<file path="config.mk">
export PLATFORM = sky130hd
export DESIGN_NAME = hazard_ctrl
export DESIGN_NICKNAME = d
export VERILOG_FILES = /design/src/rtl/hazard_ctrl.sv
export SDC_FILE = /design/constraint.sdc
export NUM_CORES = 1
export LEC_CHECK = 0
export BUFFER_PORTS_ARGS = -buffer_cell sky130_fd_sc_hd__buf_2
export CAP_MARGIN = 40
export CORE_ASPECT_RATIO = 1.4
export CORE_MARGIN = 2
export CORE_UTILIZATION = 38
export CTS_CLUSTER_DIAMETER = 40
export DETAILED_ROUTE_END_ITERATION = 16
export PLACE_DENSITY_LB_ADDON = 0.3
export SYNTH_ARGS = -nofsm -noshare
export SYNTH_HDL_FRONTEND = slang
export SYNTH_SLANG_ARGS = --single-unit
export TNS_END_PERCENT = 50
</file>
<file path="constraint.sdc">
create_clock -name clk -period 2.58 [get_ports clk]
set_input_delay 0.516 -clock clk [delete_from_list [all_inputs] [get_ports clk]]
set_output_delay 0.516 -clock clk [all_outputs]
set_load 0.01 [all_outputs]
</file>
<file path="src/rtl/hazard_ctrl.sv">
// Hazard and forwarding sequencer for the decode -> regFile -> alu_stage pipeline.
// Tracks EX/MEM/WB destination tags (p0/p1/p2), raises load-use stalls and selects forwards.
module hazard_ctrl #(
  parameter int REG_ADDR_W = 5,
  parameter int CNT_W      = 16
) (
  input  logic                  clk,
  input  logic                  reset,
  input  logic                  dec_valid,
  input  logic [REG_ADDR_W-1:0] dec_regA,
  input  logic [REG_ADDR_W-1:0] dec_regB,
  input  logic                  dec_useA,
  input  logic                  dec_useB,
  input  logic [REG_ADDR_W-1:0] dec_regD,
  input  logic                  dec_writes,
  input  logic                  dec_is_load,
  input  logic                  flush,
  output logic                  stall,
  output logic [1:0]            fwdA_sel,
  output logic [1:0]            fwdB_sel,
  output logic                  ex_valid,
  output logic                  wb_wrt_en,
  output logic [REG_ADDR_W-1:0] wb_addrD,
  output logic [CNT_W-1:0]      stall_cnt,
  output logic [CNT_W-1:0]      fwd_cnt
);

  localparam logic [1:0] SEL_RF  = 2'b00;
  localparam logic [1:0] SEL_MEM = 2'b01;
  localparam logic [1:0] SEL_WB  = 2'b10;

  function automatic logic hit(input logic vld, input logic wr,
                               input logic [REG_ADDR_W-1:0] rd,
                               input logic [REG_ADDR_W-1:0] src,
                               input logic use_src);
    return vld & wr & (rd == src) & (src != '0) & use_src;
  endfunction

  function automatic logic [CNT_W-1:0] sat_inc(input logic [CNT_W-1:0] cnt,
                                               input logic en);
    logic [CNT_W-1:0] nxt;
    nxt = cnt;
    if (en && (cnt != {CNT_W{1'b1}}))
      nxt = cnt + {{(CNT_W-1){1'b0}}, 1'b1};
    return nxt;
  endfunction

  logic                  vld_p0_q, wr_p0_q, ld_p0_q;
  logic [REG_ADDR_W-1:0] rd_p0_q;
  logic                  vld_p1_q, wr_p1_q;
  logic [REG_ADDR_W-1:0] rd_p1_q;
  logic                  vld_p2_q, wr_p2_q;
  logic [REG_ADDR_W-1:0] rd_p2_q;
  logic [1:0]            fwdA_q, fwdB_q, fwdA_d, fwdB_d;
  logic [CNT_W-1:0]      stall_cnt_q, stall_cnt_d, fwd_cnt_q, fwd_cnt_d;
  logic                  hitA_ex, hitB_ex, hitA_mem, hitB_mem;
  logic                  stall_d, load_ex;

  // Decode-stage hazard detection against EX (p0) and MEM (p1)
  always_comb begin
    hitA_ex  = hit(vld_p0_q, wr_p0_q, rd_p0_q, dec_regA, dec_useA);
    hitB_ex  = hit(vld_p0_q, wr_p0_q, rd_p0_q, dec_regB, dec_useB);
    hitA_mem = hit(vld_p1_q, wr_p1_q, rd_p1_q, dec_regA, dec_useA);
    hitB_mem = hit(vld_p1_q, wr_p1_q, rd_p1_q, dec_regB, dec_useB);
    stall_d  = dec_valid & ~flush & ld_p0_q & (hitA_ex | hitB_ex);
    load_ex  = dec_valid & ~flush & ~stall_d;
    fwdA_d   = SEL_RF;
    fwdB_d   = SEL_RF;
    if (load_ex) begin
      if (hitA_ex & ~ld_p0_q) fwdA_d = SEL_MEM;
      else if (hitA_mem)      fwdA_d = SEL_WB;
      if (hitB_ex & ~ld_p0_q) fwdB_d = SEL_MEM;
      else if (hitB_mem)      fwdB_d = SEL_WB;
    end
    stall_cnt_d = sat_inc(stall_cnt_q, stall_d);
    fwd_cnt_d   = sat_inc(fwd_cnt_q, (fwdA_d != SEL_RF) | (fwdB_d != SEL_RF));
  end

  // Stage boundary: decode -> EX -> MEM -> WB tag shift
  always_ff @(posedge clk or posedge reset) begin
    if (reset) begin
      vld_p0_q    <= 1'b0;
      wr_p0_q     <= 1'b0;
      ld_p0_q     <= 1'b0;
      rd_p0_q     <= '0;
      vld_p1_q    <= 1'b0;
      wr_p1_q     <= 1'b0;
      rd_p1_q     <= '0;
      vld_p2_q    <= 1'b0;
      wr_p2_q     <= 1'b0;
      rd_p2_q     <= '0;
      fwdA_q      <= SEL_RF;
      fwdB_q      <= SEL_RF;
      stall_cnt_q <= '0;
      fwd_cnt_q   <= '0;
    end else begin
      vld_p0_q    <= load_ex;
      wr_p0_q     <= load_ex & dec_writes;
      ld_p0_q     <= load_ex & dec_is_load;
      rd_p0_q     <= load_ex ? dec_regD : '0;
      vld_p1_q    <= vld_p0_q & ~flush;
      wr_p1_q     <= wr_p0_q & ~flush;
      rd_p1_q     <= rd_p0_q;
      vld_p2_q    <= vld_p1_q;
      wr_p2_q     <= wr_p1_q;
      rd_p2_q     <= rd_p1_q;
      fwdA_q      <= fwdA_d;
      fwdB_q      <= fwdB_d;
      stall_cnt_q <= stall_cnt_d;
      fwd_cnt_q   <= fwd_cnt_d;
    end
  end

  assign stall     = stall_d;
  assign fwdA_sel  = fwdA_q;
  assign fwdB_sel  = fwdB_q;
  assign ex_valid  = vld_p0_q;
  assign wb_wrt_en = vld_p2_q & wr_p2_q & (rd_p2_q != '0);
  assign wb_addrD  = rd_p2_q;
  assign stall_cnt = stall_cnt_q;
  assign fwd_cnt   = fwd_cnt_q;

endmodule

</file>
==> out/results.ini <==
[logic_synthesis]
synth.area.top_cells = dfrtp_1, xor2_1, xnor2_1
synth_edf_count = 0
synth_top_area_cell = dfrtp_1
async_reset_ff_share_pct = 100
yosysSeqAreaShare_pct = 53.1
ys_ff_latch = 58
yosysMostFrequentCell = dfrtp_1
synth_area_sq_mm = 0.00273
netlist_instances = 241
synth_nets = 266
synth_common_cells = dfrtp_1, xor2_1, xnor2_1
yosysTopAreaCellShare_pct = 53.1
ys.flop_type = dfrtp_1
ys.warnings.count = 0
syn_avg_cell_area_sq_um = 11.3
synth_cell_types = 35

[clock_network]
cts_buffers = 9
cts_tree = yes
clkSinkCount = 58
clk_latency_ns = 0.34
clock_path_buffers = 2
htreeDepth = 3
clockRootBuffer = clkbuf_8
clk_pin_slew_ns = 0.07

[global_route]
grt_usage_pct = 16.4
grt_max_degree = 31
grt_use_met1_pct = 20.9
overflow = 0
busiest_layer = met2
grtUsageMet3_pct = 6.01
grt_pass1_vias = 2130
gr-usage-met2_pct = 25.1
grt_pass1_wl_um = 9870
antenna_found_initial = 0

[setup_path]
crit_path_cell_trace = buf_2, or4_1, o21ai_2, nor3_4, o21a_4, and2_1, buf_2
slowest_stage = or4_1
reg2reg_slack_ns = 0.30
endpoint_kind = output pin
crit_fanout = 7
crit_type = in -> out
cpMostUsedCell = buf_2
startpoint_type = primary input
critPathMaxStageDelay_ns = 0.53
worstPathArrival_ns = 2.01
cp.required_ns = 2.06

[sta]
hold_ws_ns = 0.248
finalCritPeriodShare_pct = 97.9
final.setup_skew_ns = 0.00542
tightestPinTransition_ns = 0.607
setup_tns_ns = 0
rsz0062_at_grt = false
drv_slew = 0
fmax_mhz = 396
finalSetupViolCount = 0
hold_viol_final = 0
period_needed_ns = 2.53
slew_headroom_pct = 59.5
setup_slack_ns = 0.0533

[finish]
layoutNonFillerInstCount = 438
areaGrowthSynthToFinish_pct = 32.4
nNetsFinal = 363
drive_gt1_share_pct = 35.6
diodes = 0

[floorplan]
core_area_sq_mm = 0.00698
die_h_um = 104
start_util_pct = 39.2
die_w_um = 75.7
die-area_sq_mm = 0.00790
ios = 67
placementRows = 36

[detailed_routing]
drt_wl_total_um = 5900
dr.pass1.iters = 5
ant_nets = 0
first_iter_violations = 139
wl_per_cell_um = 13.5
viasPerCell = 4.94
drc = 0
dr_total_vias = 2162

[run_status]
status = completed

[hold_path]
holdCritPathClass = in -> async

[place]
io_buffers = 66
gp_congestion = 0.845
place.detailed.hpwl_um = 4360
placed_cells = 420
dp_slack_ns = -0.0864

[flow_run]
max-cap-violations = 0

[pwr]
vdd_drop_max_mv = 0.276
power.density_mw_per_mm2 = 549
p_leak_nw = 1.84

[state kept, by name, summed over array words and instances, names as in the netlist, 2 cells and up]
signal,count
fwd_cnt,16
stall_cnt,16
rd_p0_q,5
rd_p1_q,5
wb_addrD,5
fwdA_sel,2
fwdB_sel,2
[power by group]
part | switching, mW | leakage (nW) | internal, mW
Combinational | 0.0597 | 0.957 | 0.0542
Sequential | 0.0129 | 0.778 | 0.923
Clock | 0.387 | 0.106 | 0.551
[area by class of cell]
cell class	instances	area [sq um]
clock buffers	9	124
repair buffers	92	563
flip-flops and latches	58	1450
clock inverters	7	101
multi-input cells	170	1240
well taps	95	119
inverters	7	26.3
fillers	639	3360
[through the flow]
step           area (sq um)  power, mW  utilization [%]
5_1_grt                3620       2.07             51.9
6_report               3620       1.99             51.9
3_3_place_gp           3350       1.06             48.0
2_1_floorplan          2730       1.01                -
3_5_place_dp           3350       1.07             48.0
4_1_cts                3580       2.01             51.3
[critical path, delay by kind of cell]
| kind | cells | cell delay, ns |
|---|---|---|
| compound gates | 2 | 0.50 |
| buf+inv | 2 | 0.23 |
| simple gates | 3 | 0.76 |
[logic make-up (layout without fill, tap and decap cells)]
group / count (synthesis) / after routing / synth area share (%)
XOR/XNOR: 48 / 48 / 15.4
buffers and inverters: 13 / 115 / 2.65
flip-flops: 58 / 58 / 53.1
adder cells (fa/ha/maj): 2 / 2 / 0.915
multiplexers: 3 / 3 / 1.24
AND/OR/NAND/NOR: 109 / 109 / 24.3
AO/OA/AOI/OAI: 8 / 8 / 2.47
[what timing repair did]
action	CTS	global route
cloned	0	0
setup endpoints to repair	1	1
pin swaps	0	4
hold buffers	0	0
buffers inserted	0	2
gates resized for setup	2	4
[layer usage]
layer,vias to the layer above,share of wire [%]
li1,1047,-
met1,1040,43
met2,66,49
met3,9,6.4
met4,0,1.5
met5,-,0
[cells in the final DEF, fill, tap and decap left out, types with 2 or more instances in the layout]
master	n
nand3_1	14
clkbuf_8	9
nor4_1	13
nor3_1	16
o21ai_2	2
nor4_4	3
buf_4	23
buf_2	66
ha_1	2
xnor2_1	23
nand2_1	15
or3_1	2
nor2b_1	4
xor2_1	25
buf_12	3
mux2_1	2
inv_1	6
dfrtp_1	58
and2_1	9
nand4_1	13
and3_1	3
or4_1	4
inv_6	2
bufinv_16	2
nor2_1	5
clkinvlp_4	2
[final timing paths]
check	from	end	cells past startpoint
max reg2reg	rd_p0_q[3]$_DFF_PP0_	stall_cnt[9]$_DFFE_PP0P_	9
min	reset	stall_cnt[12]$_DFFE_PP0P_	2
max	dec_regB[0]	stall	7
min in group clk	flush	wr_p1_q$_DFF_PP0_	2
min reg2reg	wr_p1_q$_DFF_PP0_	wr_p2_q$_DFF_PP0_	0
max in group asynchronous	reset	vld_p2_q$_DFF_PP0_	3
No activity file was read; power rests on OpenSTA's default activity.
